`config.mk`:
```
export PLATFORM = sky130hd
export DESIGN_NAME = team_06_echo_sequencer
export DESIGN_NICKNAME = d
export VERILOG_FILES = /design/src/rtl/team_06_echo_sequencer.sv
export SDC_FILE = /design/constraint.sdc
export NUM_CORES = 1
export LEC_CHECK = 0
export ABC_AREA = 1
export BUFFER_PORTS_ARGS = -buffer_cell sky130_fd_sc_hd__buf_2
export CAP_MARGIN = 20
export CORE_ASPECT_RATIO = 0.5
export CORE_MARGIN = 10
export CORE_UTILIZATION = 56
export DETAILED_ROUTE_END_ITERATION = 6
export PLACE_DENSITY = 0.91
export SETUP_SLACK_MARGIN = 0.4
export SYNTH_ARGS = -nofsm -noshare
export SYNTH_HDL_FRONTEND = slang
export SYNTH_SLANG_ARGS = --single-unit
export TNS_END_PERCENT = 100
```
`constraint.sdc`:
```
create_clock -name clk -period 3.83 [get_ports clk]
set_input_delay 0.383 -clock clk [delete_from_list [all_inputs] [get_ports clk]]
set_output_delay 0.383 -clock clk [all_outputs]
set_load 0.005 [all_outputs]
```
`src/rtl/team_06_echo_sequencer.sv`:
```
// Echo sequencer: per-sample controller sitting in front of the SRAM read/write stage.
// On each ADC sample it issues one search (read of the delayed sample), mixes the echo
// into the dry sample, drives the DAC output, then issues one record (write) of either the
// mixed or the dry sample.
//
// Ports:
//   clk, rst          clock, synchronous active-high reset
//   sampleTick        one-cycle strobe, audioIn valid
//   audioIn[7:0]      dry sample, offset-binary (0x80 = silence)
//   enable            echo on (0 = bypass, no search issued)
//   feedback          1 = record mixed sample, 0 = record dry sample
//   delay[12:0]       echo distance in samples
//   decayShift[2:0]   echo attenuation as arithmetic right shift
//   memBusy           SRAM busy
//   memAudio[7:0]     delayed sample returned by the read/write stage
//   search, record    one-cycle read / write commands
//   offset[12:0]      past-sample offset (-delay mod 8192)
//   effectAudioOut    sample to be stored
//   audioOut          processed sample to DAC
//   overrun           sticky, a pending sample was overwritten
//   memTimeout        sticky, a memory wait exceeded TIMEOUT cycles
module team_06_echo_sequencer #(
  parameter int unsigned WAIT_MIN = 3,
  parameter int unsigned TIMEOUT  = 255
) (
  input  logic        clk,
  input  logic        rst,
  input  logic        sampleTick,
  input  logic [7:0]  audioIn,
  input  logic        enable,
  input  logic        feedback,
  input  logic [12:0] delay,
  input  logic [2:0]  decayShift,
  input  logic        memBusy,
  input  logic [7:0]  memAudio,
  output logic        search,
  output logic        record,
  output logic [12:0] offset,
  output logic [7:0]  effectAudioOut,
  output logic [7:0]  audioOut,
  output logic        overrun,
  output logic        memTimeout
);

  localparam logic [7:0] WaitMin = 8'(WAIT_MIN);
  localparam logic [7:0] TimeoutCnt = 8'(TIMEOUT);

  typedef enum logic [2:0] {
    StIdle, StSearch, StWaitRd, StMix, StRecord, StWaitWr
  } state_e;

  state_e      state_q, state_d;
  logic [7:0]  dry_q, dry_d;
  logic        pending_q, pending_d;
  logic [7:0]  cur_dry_q, cur_dry_d;
  logic        en_q, en_d;
  logic [7:0]  echo_q, echo_d;
  logic [7:0]  cnt_q, cnt_d;
  logic [12:0] offset_q, offset_d;
  logic [7:0]  audio_q, audio_d;
  logic [7:0]  eff_q, eff_d;
  logic        overrun_q, overrun_d;
  logic        timeout_q, timeout_d;

  logic              idle_take;
  logic [7:0]        cnt_inc;
  logic              wait_done;
  logic              wait_expired;
  logic signed [8:0] echo_s;
  logic signed [8:0] echo_term;
  logic signed [9:0] sum_s;
  logic [7:0]        sum_sat;

  assign idle_take    = (state_q == StIdle) && pending_q;
  // Exit test uses the post-increment count so the minimum wait is exactly WAIT_MIN cycles.
  assign cnt_inc      = cnt_q + 8'd1;
  assign wait_done    = (cnt_inc >= WaitMin) && !memBusy;
  assign wait_expired = (cnt_inc >= TimeoutCnt);

  // Offset-binary echo to signed, attenuate, add to dry and clamp to 0..255.
  assign echo_s    = $signed({1'b0, echo_q}) - 9'sd128;
  assign echo_term = echo_s >>> decayShift;
  assign sum_s     = $signed({2'b00, cur_dry_q}) + $signed({echo_term[8], echo_term});
  assign sum_sat   = sum_s[9] ? 8'h00 : (sum_s[8] ? 8'hFF : sum_s[7:0]);

  always_comb begin
    state_d   = state_q;
    dry_d     = dry_q;
    pending_d = pending_q;
    cur_dry_d = cur_dry_q;
    en_d      = en_q;
    echo_d    = echo_q;
    cnt_d     = cnt_q;
    offset_d  = offset_q;
    audio_d   = audio_q;
    eff_d     = eff_q;
    overrun_d = overrun_q;
    timeout_d = timeout_q;
    search    = 1'b0;
    record    = 1'b0;

    if (idle_take) begin
      pending_d = 1'b0;
    end
    // A tick coinciding with the IDLE hand-off refills pending without counting as overrun.
    if (sampleTick) begin
      dry_d     = audioIn;
      pending_d = 1'b1;
      if (pending_q && !idle_take) begin
        overrun_d = 1'b1;
      end
    end

    unique case (state_q)
      StIdle: begin
        if (pending_q) begin
          cur_dry_d = dry_q;
          en_d      = enable;
          offset_d  = 13'd0 - delay;
          state_d   = enable ? StSearch : StMix;
        end
      end
      StSearch: begin
        search  = 1'b1;
        cnt_d   = 8'd0;
        state_d = StWaitRd;
      end
      StWaitRd: begin
        cnt_d = cnt_inc;
        if (wait_done) begin
          echo_d  = memAudio;
          state_d = StMix;
        end else if (wait_expired) begin
          echo_d    = 8'h80;
          timeout_d = 1'b1;
          state_d   = StMix;
        end
      end
      StMix: begin
        if (en_q) begin
          audio_d = sum_sat;
          eff_d   = feedback ? sum_sat : cur_dry_q;
        end else begin
          audio_d = cur_dry_q;
          eff_d   = cur_dry_q;
        end
        state_d = StRecord;
      end
      StRecord: begin
        record  = 1'b1;
        cnt_d   = 8'd0;
        state_d = StWaitWr;
      end
      StWaitWr: begin
        cnt_d = cnt_inc;
        if (wait_done) begin
          state_d = StIdle;
        end else if (wait_expired) begin
          timeout_d = 1'b1;
          state_d   = StIdle;
        end
      end
      default: state_d = StIdle;
    endcase
  end

  always_ff @(posedge clk) begin
    if (rst) begin
      state_q   <= StIdle;
      dry_q     <= 8'h80;
      pending_q <= 1'b0;
      cur_dry_q <= 8'h80;
      en_q      <= 1'b0;
      echo_q    <= 8'h80;
      cnt_q     <= 8'd0;
      offset_q  <= 13'd0;
      audio_q   <= 8'h80;
      eff_q     <= 8'h80;
      overrun_q <= 1'b0;
      timeout_q <= 1'b0;
    end else begin
      state_q   <= state_d;
      dry_q     <= dry_d;
      pending_q <= pending_d;
      cur_dry_q <= cur_dry_d;
      en_q      <= en_d;
      echo_q    <= echo_d;
      cnt_q     <= cnt_d;
      offset_q  <= offset_d;
      audio_q   <= audio_d;
      eff_q     <= eff_d;
      overrun_q <= overrun_d;
      timeout_q <= timeout_d;
    end
  end

  assign offset         = offset_q;
  assign audioOut       = audio_q;
  assign effectAudioOut = eff_q;
  assign overrun        = overrun_q;
  assign memTimeout     = timeout_q;

endmodule

```
Word level (Yosys, flattened, before mapping) --
Cells that the tools add are included.
Cells by class: shift-type cells 1, $lt $le $gt $ge 2, reductions and logical operators 16, add/subtract/negate cells 4, eq/ne operators 8, bitwise operators 1, mux-type cells 19
Operators with widths (count):
- 2-to-1 mux 8 bit | 7
- one-hot mux 3 bit (6 select lines) | 1
- one-hot mux 8 bit (2 select lines) | 1
- 2-to-1 mux 3 bit | 5
- subtractor 1 x 13 -> 13 bit (first input constant) | 1
- adder 9 x 9 -> 10 bit | 1
- >>> shifter 9 x 3 -> 9 bit | 1
- subtractor 8 x 8 -> 9 bit (second input constant) | 1
- adder 8 x 1 -> 8 bit (second input constant) | 1
- >= comparator 8 x 2 -> 1 bit (second input constant) | 1
- >= comparator 8 bit (second input constant) | 1
- equality test 3 x 2 -> 1 bit (second input constant) | 2
- equality test 3 bit (second input constant) | 2
- != test 3 bit (second input constant) | 2
- AND reduction 2 bit | 3
- AND reduction 3 bit | 2
- nonzero test 2 bit | 3
- 2-to-1 mux 1 bit | 4
- OR reduction 2 bit | 2
- equality test 3 x 1 -> 1 bit (second input constant) | 1
- logical AND 1 bit | 3
- zero test 3 bit | 1
- zero test 1 bit | 2
- 2-to-1 mux 2 bit | 1
- 2 further kinds | 2
Word-level totals: flip-flop bits (word level) 68, input bits 38, logic and storage cells 63, output and inout bits 33

Logic depth before layout (Yosys ltp) --
Gate-level depths: netlist of run 1.
depth after elaboration 7, mapped depth 20, depth with buffers taken out 20

Least setup slack after synthesis of run 1 --
Ideal clock, no wire load.
kind in2reg, start input port decayShift[0], end register audio_q[0] (netlist: audioOut[0]), buffers on the path 1, data arrival time 2634 ps, cell stages on the path 18, slack 1064 ps, library setup time 132 ps, required time 3698 ps, cell sequence buf_2 -> inv_1 -> o21ai_0 -> o21ai_0 -> or2_2 -> o21ai_0 -> inv_1 -> fa_1 -> o21ai_1 -> nand2_1 -> nand2_1 -> nand2_1 -> nand2_1 -> nand2_1 -> nand2_1 -> nand2_1 -> nand2_1 -> a21oi_1
Between the ends: cells in the longest elaborated chain, start to end 5
Ends and longest elaborated chain:
- start: declaration | RTL line 33 | input logic [2:0] decayShift,
- >>> shifter 9 x 3 -> 9 bit (*) | RTL line 82 | assign echo_term = echo_s >>> decayShift;
- adder 9 x 9 -> 10 bit (*) | RTL line 83 | assign sum_s = $signed({2'b00, cur_dry_q}) + $signed({echo_term[8], echo_term});
- 2-to-1 mux 8 bit | RTL line 84 | assign sum_sat = sum_s[9] ? 8'h00 : (sum_s[8] ? 8'hFF : sum_s[7:0]);
- 2-to-1 mux 8 bit (*) | RTL line 84
- 2-to-1 mux 8 bit (*) | RTL line 140 | if (en_q) begin
- end signal: assignment | RTL line 190 | audio_q <= audio_d;
- end: declaration | RTL line 60 | logic [7:0] audio_q, audio_d;
Mark *: on every way between the ends. The rest lies on a longest branch, timed or not. A chain may end at the register's enable or synchronous reset.

Worst setup path in the final report of run 1 --
start register echo_q[6], end register audio_q[1] (netlist: audioOut[1])
Between the ends: cells in the longest elaborated chain, start to end 6
Ends and longest elaborated chain:
- start: declaration | RTL line 57 | logic [7:0] echo_q, echo_d;
- start signal: assignment | RTL line 187 | echo_q <= echo_d;
- subtractor 8 x 8 -> 9 bit (*) | RTL line 81 | assign echo_s = $signed({1'b0, echo_q}) - 9'sd128;
- >>> shifter 9 x 3 -> 9 bit (*) | RTL line 82
- adder 9 x 9 -> 10 bit (*) | RTL line 83
- 2-to-1 mux 8 bit | RTL line 84
- 2-to-1 mux 8 bit (*) | RTL line 84
- 2-to-1 mux 8 bit (*) | RTL line 140
Marked as above.

==> results of run 1 <==
-- power groups by stage --
stage	sequential [mW]	combinational, mW	clock (mW)
floorplan	0.876	0.497	0
global placement	0.890	0.661	0
detailed placement	0.895	0.679	0
CTS	0.884	0.699	0.806
global route	0.896	0.789	0.844
finish	0.887	0.703	0.798
-- flip-flops by register name, indices dropped and copies added, names as in the netlist --
name and cells:
cur_dry_q 8, pending_q 1, offset 13, state_q 3, memTimeout 1, echo_q 8, dry_q 8, overrun 1
cnt_q 8, audioOut 8, en_q 1, effectAudioOut 8
-- cell usage in the layout, fill, tap and decap left out, types with 7 or more instances in the layout --
cell type,n
dfxtp_1,68
nand2_1,161
nor2_1,38
buf_2,70
nand3_1,28
nand2_2,9
o21ai_0,39
ha_1,12
a21oi_1,63
inv_1,66
a21oi_2,7
clkbuf_16,9
xor2_1,9
-- Yosys cell counts, drive strengths merged, types with 5 or more instances --
master	instances	area (µm²)
ha	12	150
o21bai	5	41.3
nor2	43	179
clkbuf	12	45.0
inv	68	255
nand2	173	703
o21a	6	45.0
xor2	9	78.8
a21oi	70	377
buf	6	36.3
nand3	31	170
nor3	7	51.3
o21ai	41	205
dfxtp	68	1360
-- path summary, 6_finish.rpt --
path                                               start                        to  cells past startpoint
worst max register to register    echo_q[6]$_SDFFE_PP0P_  audioOut[1]$_SDFFE_PP0N_                     17
worst min register to register  audioOut[0]$_SDFFE_PP0N_  audioOut[0]$_SDFFE_PP0N_                      2
worst min-delay path                          audioIn[1]     dry_q[1]$_SDFFE_PP0P_                      3
worst max-delay path              echo_q[6]$_SDFFE_PP0P_  audioOut[1]$_SDFFE_PP0N_                     17
-- layout make-up --
type / instances / area (µm²) / area share
Inverter: 71 / 267 / 0.0580
Clock buffer: 9 / 225 / 0.0490
Timing Repair Buffer: 74 / 380 / 0.0828
Multi-Input combinational cell: 416 / 2180 / 0.474
Clock inverter: 7 / 67.6 / 0.0147
Tap cell: 92 / 115 / 0.0251
Sequential cell: 68 / 1360 / 0.296
-- metrics by stage --
step / setup slack (ps) / util
global placement: 844 / 0.642
detailed placement: 695 / 0.642
finish: 868 / 0.686
CTS: 921 / 0.686
global route: 564 / 0.686
floorplan: 1060 / -
-- worst max-delay path: stages, from the launching register on --
cell	delay, ps
dfxtp_1	360
inv_1	60
o21ai_0	210
o21ai_0	140
or2_2	290
o21ai_0	130
inv_1	110
fa_1	430
o21ai_1	260
nand2_1	100
nand2_1	80
nand2_1	50
nand2_1	200
nand2_1	90
nand2_1	130
nand2_1	70
nand2_1	70
a21oi_1	60
-- layer usage --
metal | part of all wire | wire length, µm
met1 | 0.42 | 4300
met2 | 0.50 | 5140
met3 | 0.068 | 693
met4 | 0.012 | 128
met5 | 0 | 0
-- cell families (layout without fill, tap and decap cells) --
group | Yosys count | count (layout) | synth area share
AO/OA/AOI/OAI | 124 | 124 | 0.176
XOR/XNOR | 13 | 13 | 0.0293
adder cells (fa/ha/maj) | 13 | 13 | 0.0438
buffers and inverters | 89 | 161 | 0.0895
flip-flops | 68 | 68 | 0.350
multiplexers | 2 | 2 | 0.00515
AND/OR/NAND/NOR | 264 | 264 | 0.306
==> results.toml, run 1 <==
[routing]
dr.pass1.iters = 5
totalWireLength_mm = 10.3
vias = 3866
route.detailed.drc = 0
wl_per_cell_um = 13.9
via_per_inst = 5.25
detail-route-antenna-nets = 0
drtIter0Drc = 314

[power]
powerDensity_mw_per_mm2 = 520
p_seq_frac = 0.371
p_sw_frac = 0.354
p_int_mw = 1.54
power_mw = 2.39
p_leak_nw = 2.17
clkPwrFrac = 0.334
switchingPower_uw = 844
combinationalPowerShare = 0.294
vdd_drop_max_v = 0.000303

[synth]
synth.avg_cell_area_um2 = 6.78
ys_seq_area_frac = 0.350
ys_types = 38
syn_nets = 624
ys_warn_count = 0
syn_area_mm2 = 0.00389
synth_edf_count = 0
ys_ff_latch = 68
synthArstFlopShare = 0
ys_dominant_reg_cell = "dfxtp_1"
synthCells = 573

[sta]
worst_pin_slew_ps = 663
fmax_mhz = 338
finalSetupViolCount = 0
max_slew_margin = 0.557
setup-tns-final_ps = 0
rsz0062_at_grt = "no"
drv_slew = 0
fin_crit_ps = 2960
timing.final.crit_share = 0.773
skew_ps = 5.92
hold_viol_final = 0
worst_hold_slack_ps = 281

[worst_setup_path]
r2r_slack_ps = 870
crit_required_ps = 4030
critPathCaptureType = "register"
critPathArrivalTime_ps = 3160
start_kind = "register"
path_class = "reg2reg"
crit_path_max_fanout = 8

[placed_design]
gp_congestion = 0.912
place_area_mm2 = 0.00430
place_inst = 721
io_buffers = 70
dp_hpwl_mm = 7.46

[clock_network]
cts_hold_buf = 0
htreeDepth = 3
clock-sinks = 68
postCtsResizedCells = 0
post-cts-setup-buffer-count = 0
clockRootBuffer = "clkbuf_16"
clk_path_buf_depth = 2
cts_tree = "built"
clk_pin_slew_ps = 60
clk_latency_ps = 330
numCtsBuffers = 9

[job]
drv_cap = 0

[floorplan]
chipWidth_um = 138
initial_core_util = 0.580
dieArea_mm2 = 0.0109
rows = 21
die_height_um = 78.9
pin_count = 71
core_area_mm2 = 0.00670

[run_status]
status = "completed"

[global_route]
use_met2 = 0.339
overflow = 0
antenna_found_initial = 0
grt_use_met3 = 0.0546
grt_pass1_wl_mm = 16.8
grt_use_total = 0.187
busiest_layer = "met2"
gr-usage-met1 = 0.209
grt_pass1_vias = 3715
grt_max_degree = 34

[final_layout]
filler_cell_count = 566
areaGrowthSynthToFinish_pct = 18.2
final_cells = 737
final_layout_size_suffix_gt1_frac = 0.195
fin_nets = 691
post-route-cell-area_mm2 = 0.00459
antenna_cells = 0

[worst_hold_path]
hold_path_class = "in2reg"
Note: power is estimated with default switching activity, not from simulation.
==> inputs of run 2 (changes only) <==
==> constraint.sdc (replaced) <==
create_clock -name clk -period 2.9 [get_ports clk]
set_input_delay 0.29 -clock clk [delete_from_list [all_inputs] [get_ports clk]]
set_output_delay 0.29 -clock clk [all_outputs]
set_load 0.005 [all_outputs]
==> run 2 against run 1 <==
Compared with the run above: wire length up 7.3%; via count up 3.1%; setup slack worse by 430 ps; combinational power up 37%; critical path depth up 2; clock power up 58%.
==> results.toml, run 2 (same netlist as run 1, synthesis figures left out) <==
[final_layout]
final_layout_size_suffix_gt1_frac = 0.246
largest_reg_flops = 13
antenna_cells = 0
final_cell_mix = "nand2_1, buf_2, dfxtp_1"
final_util = 0.718
areaGrowthSynthToFinish_pct = 23.9
fin_nets = 696
final_common_cell = "nand2_1"

[sta]
max_slew_margin = 0.374
worst_pin_slew_ps = 933
setup-tns-final_ps = 0
timing.final.crit_share = 0.850
skew_ps = 3.28
drv_slew = 0
worst_hold_slack_ps = 192
fmax_mhz = 406
hold_viol_final = 0
fin_crit_ps = 2460
finalSetupViolCount = 0
rsz0062_at_grt = "yes"

[floorplan]
initial_core_util = 0.580
pin_count = 71
rows = 21
dieArea_mm2 = 0.0109
chipWidth_um = 138
core_area_mm2 = 0.00670
die_height_um = 78.9

[placed_design]
dp_hpwl_mm = 7.32
io_buffers = 70
gp_congestion = 0.943

[global_route]
grt_use_total = 0.195
antenna_found_initial = 0
grt_pass1_vias = 3797
overflow = 0
grt_max_degree = 38
grt_pass1_wl_mm = 17.5

[routing]
route.detailed.drc = 0
drtIter0Drc = 367
wl_per_cell_um = 14.8
dr.pass1.iters = 5
via_per_inst = 5.37
detail-route-antenna-nets = 0
vias = 3984
totalWireLength_mm = 11.0

[clock_network]
clk_path_buf_depth = 2
clockRootBuffer = "clkbuf_16"
htreeDepth = 3
clock-sinks = 68
cts_tree = "built"
clk_pin_slew_ps = 50
numCtsBuffers = 9
clk_latency_ps = 330
cts_hold_buf = 0

[worst_setup_path]
crit_path_cell_trace = "inv_2 -> o21ai_2 -> nand2_1 -> o21ai_2 -> nand2_1 -> nand2_2 -> ha_4 -> inv_2 -> fa_2 -> o21ai_4 -> nand2_2 -> nand2_1 -> nand2_2 -> nand2_4 -> nand2_1 -> nand2_1 -> nand2_1 -> nand2_1 -> a21oi_1"
cpMaxStageDelayCell = "fa_2"
crit_required_ps = 3090
crit_top_cell = "nand2_1"
critPathArrivalTime_ps = 2660
critPathCaptureType = "register"
start_kind = "register"
path_class = "reg2reg"
critPathBufInv = 2
crit_family = "simple AND/OR/NAND/NOR gates"
crit_path_max_fanout = 8
cpPeakStageDelay_ps = 360

[power]
p_leak_nw = 2.26
vdd_drop_max_v = 0.000301
powerDensity_mw_per_mm2 = 708

[worst_hold_path]
hold_path_class = "in2reg"

[job]
drv_cap = 0

[run_status]
status = "completed"
-- run 2: cell count changes in the layout (fill, tap and decap cells not counted), moves of 3 or more --
cell and delta:
o21ai_0 -8, nand2_2 +8, clkinvlp_4 -3, nand2_1 -11
inv_2 +4, inv_1 -4, o21ai_2 +6, buf_4 +4
nand2_4 +3
-- run 2: per-stage QoR --
step	std cells	setup WS, ps	instance area, µm²	power (mW)
after floorplan	573	434	3890	1.82
after global placement	722	257	4320	2.05
after detailed placement	722	141	4320	2.08
after CTS	740	407	4700	3.36
after global routing	742	319	4810	3.59
final	742	436	4810	3.41
-- run 2: layout make-up --
cell class | instances | area [µm²]
multi-input combinational | 416 | 2290
fill | 514 | 1890
clock inverter | 4 | 95.1
sequential | 68 | 1360
clock buffer | 12 | 256
timing repair buffer | 79 | 422
tap | 92 | 115
inverter | 71 | 267
-- run 2: where the power goes --
part / internal (mW) / leakage [nW] / switching, mW / total (mW)
Clock: 0.885 / 0.173 / 0.379 / 1.26
Combinational: 0.337 / 1.53 / 0.628 / 0.965
Sequential: 1.06 / 0.556 / 0.116 / 1.18
-- run 2: worst paths after layout --
check                                       from                              to  slack [ps]  cells past startpoint
setup / recovery          echo_q[6]$_SDFFE_PP0P_        audioOut[4]$_SDFFE_PP0N_         440                     19
hold / removal                        audioIn[0]           dry_q[0]$_SDFFE_PP0P_         190                      3
setup reg to reg          echo_q[6]$_SDFFE_PP0P_        audioOut[4]$_SDFFE_PP0N_         440                     19
hold reg to reg   effectAudioOut[6]$_SDFFE_PP0N_  effectAudioOut[6]$_SDFFE_PP0N_         460                      2
-- run 2: tightest hold or removal path, cell delays in order --
cell and delay [ps]:
buf_2 70, nor2_1 30, nor2_1 80
-- run 2: what timing repair did --
item                       4_1_cts  5_1_grt
pin swaps                        5       16
resized for setup               11       30
hold endpoints to repair         0        0
setup buffers                    2        2
setup endpoints to repair       16       16
-- run 2: routing by layer --
| layer | GRT usage | routed length, µm | vias to the layer above |
|---|---|---|---|
| met5 | 0 | 0 | - |
| met4 | 0.0735 | 314 | 0 |
| met3 | 0.0477 | 725 | 41 |
| met2 | 0.335 | 5410 | 158 |
| met1 | 0.231 | 4560 | 1803 |
| li1 | - | - | 1982 |
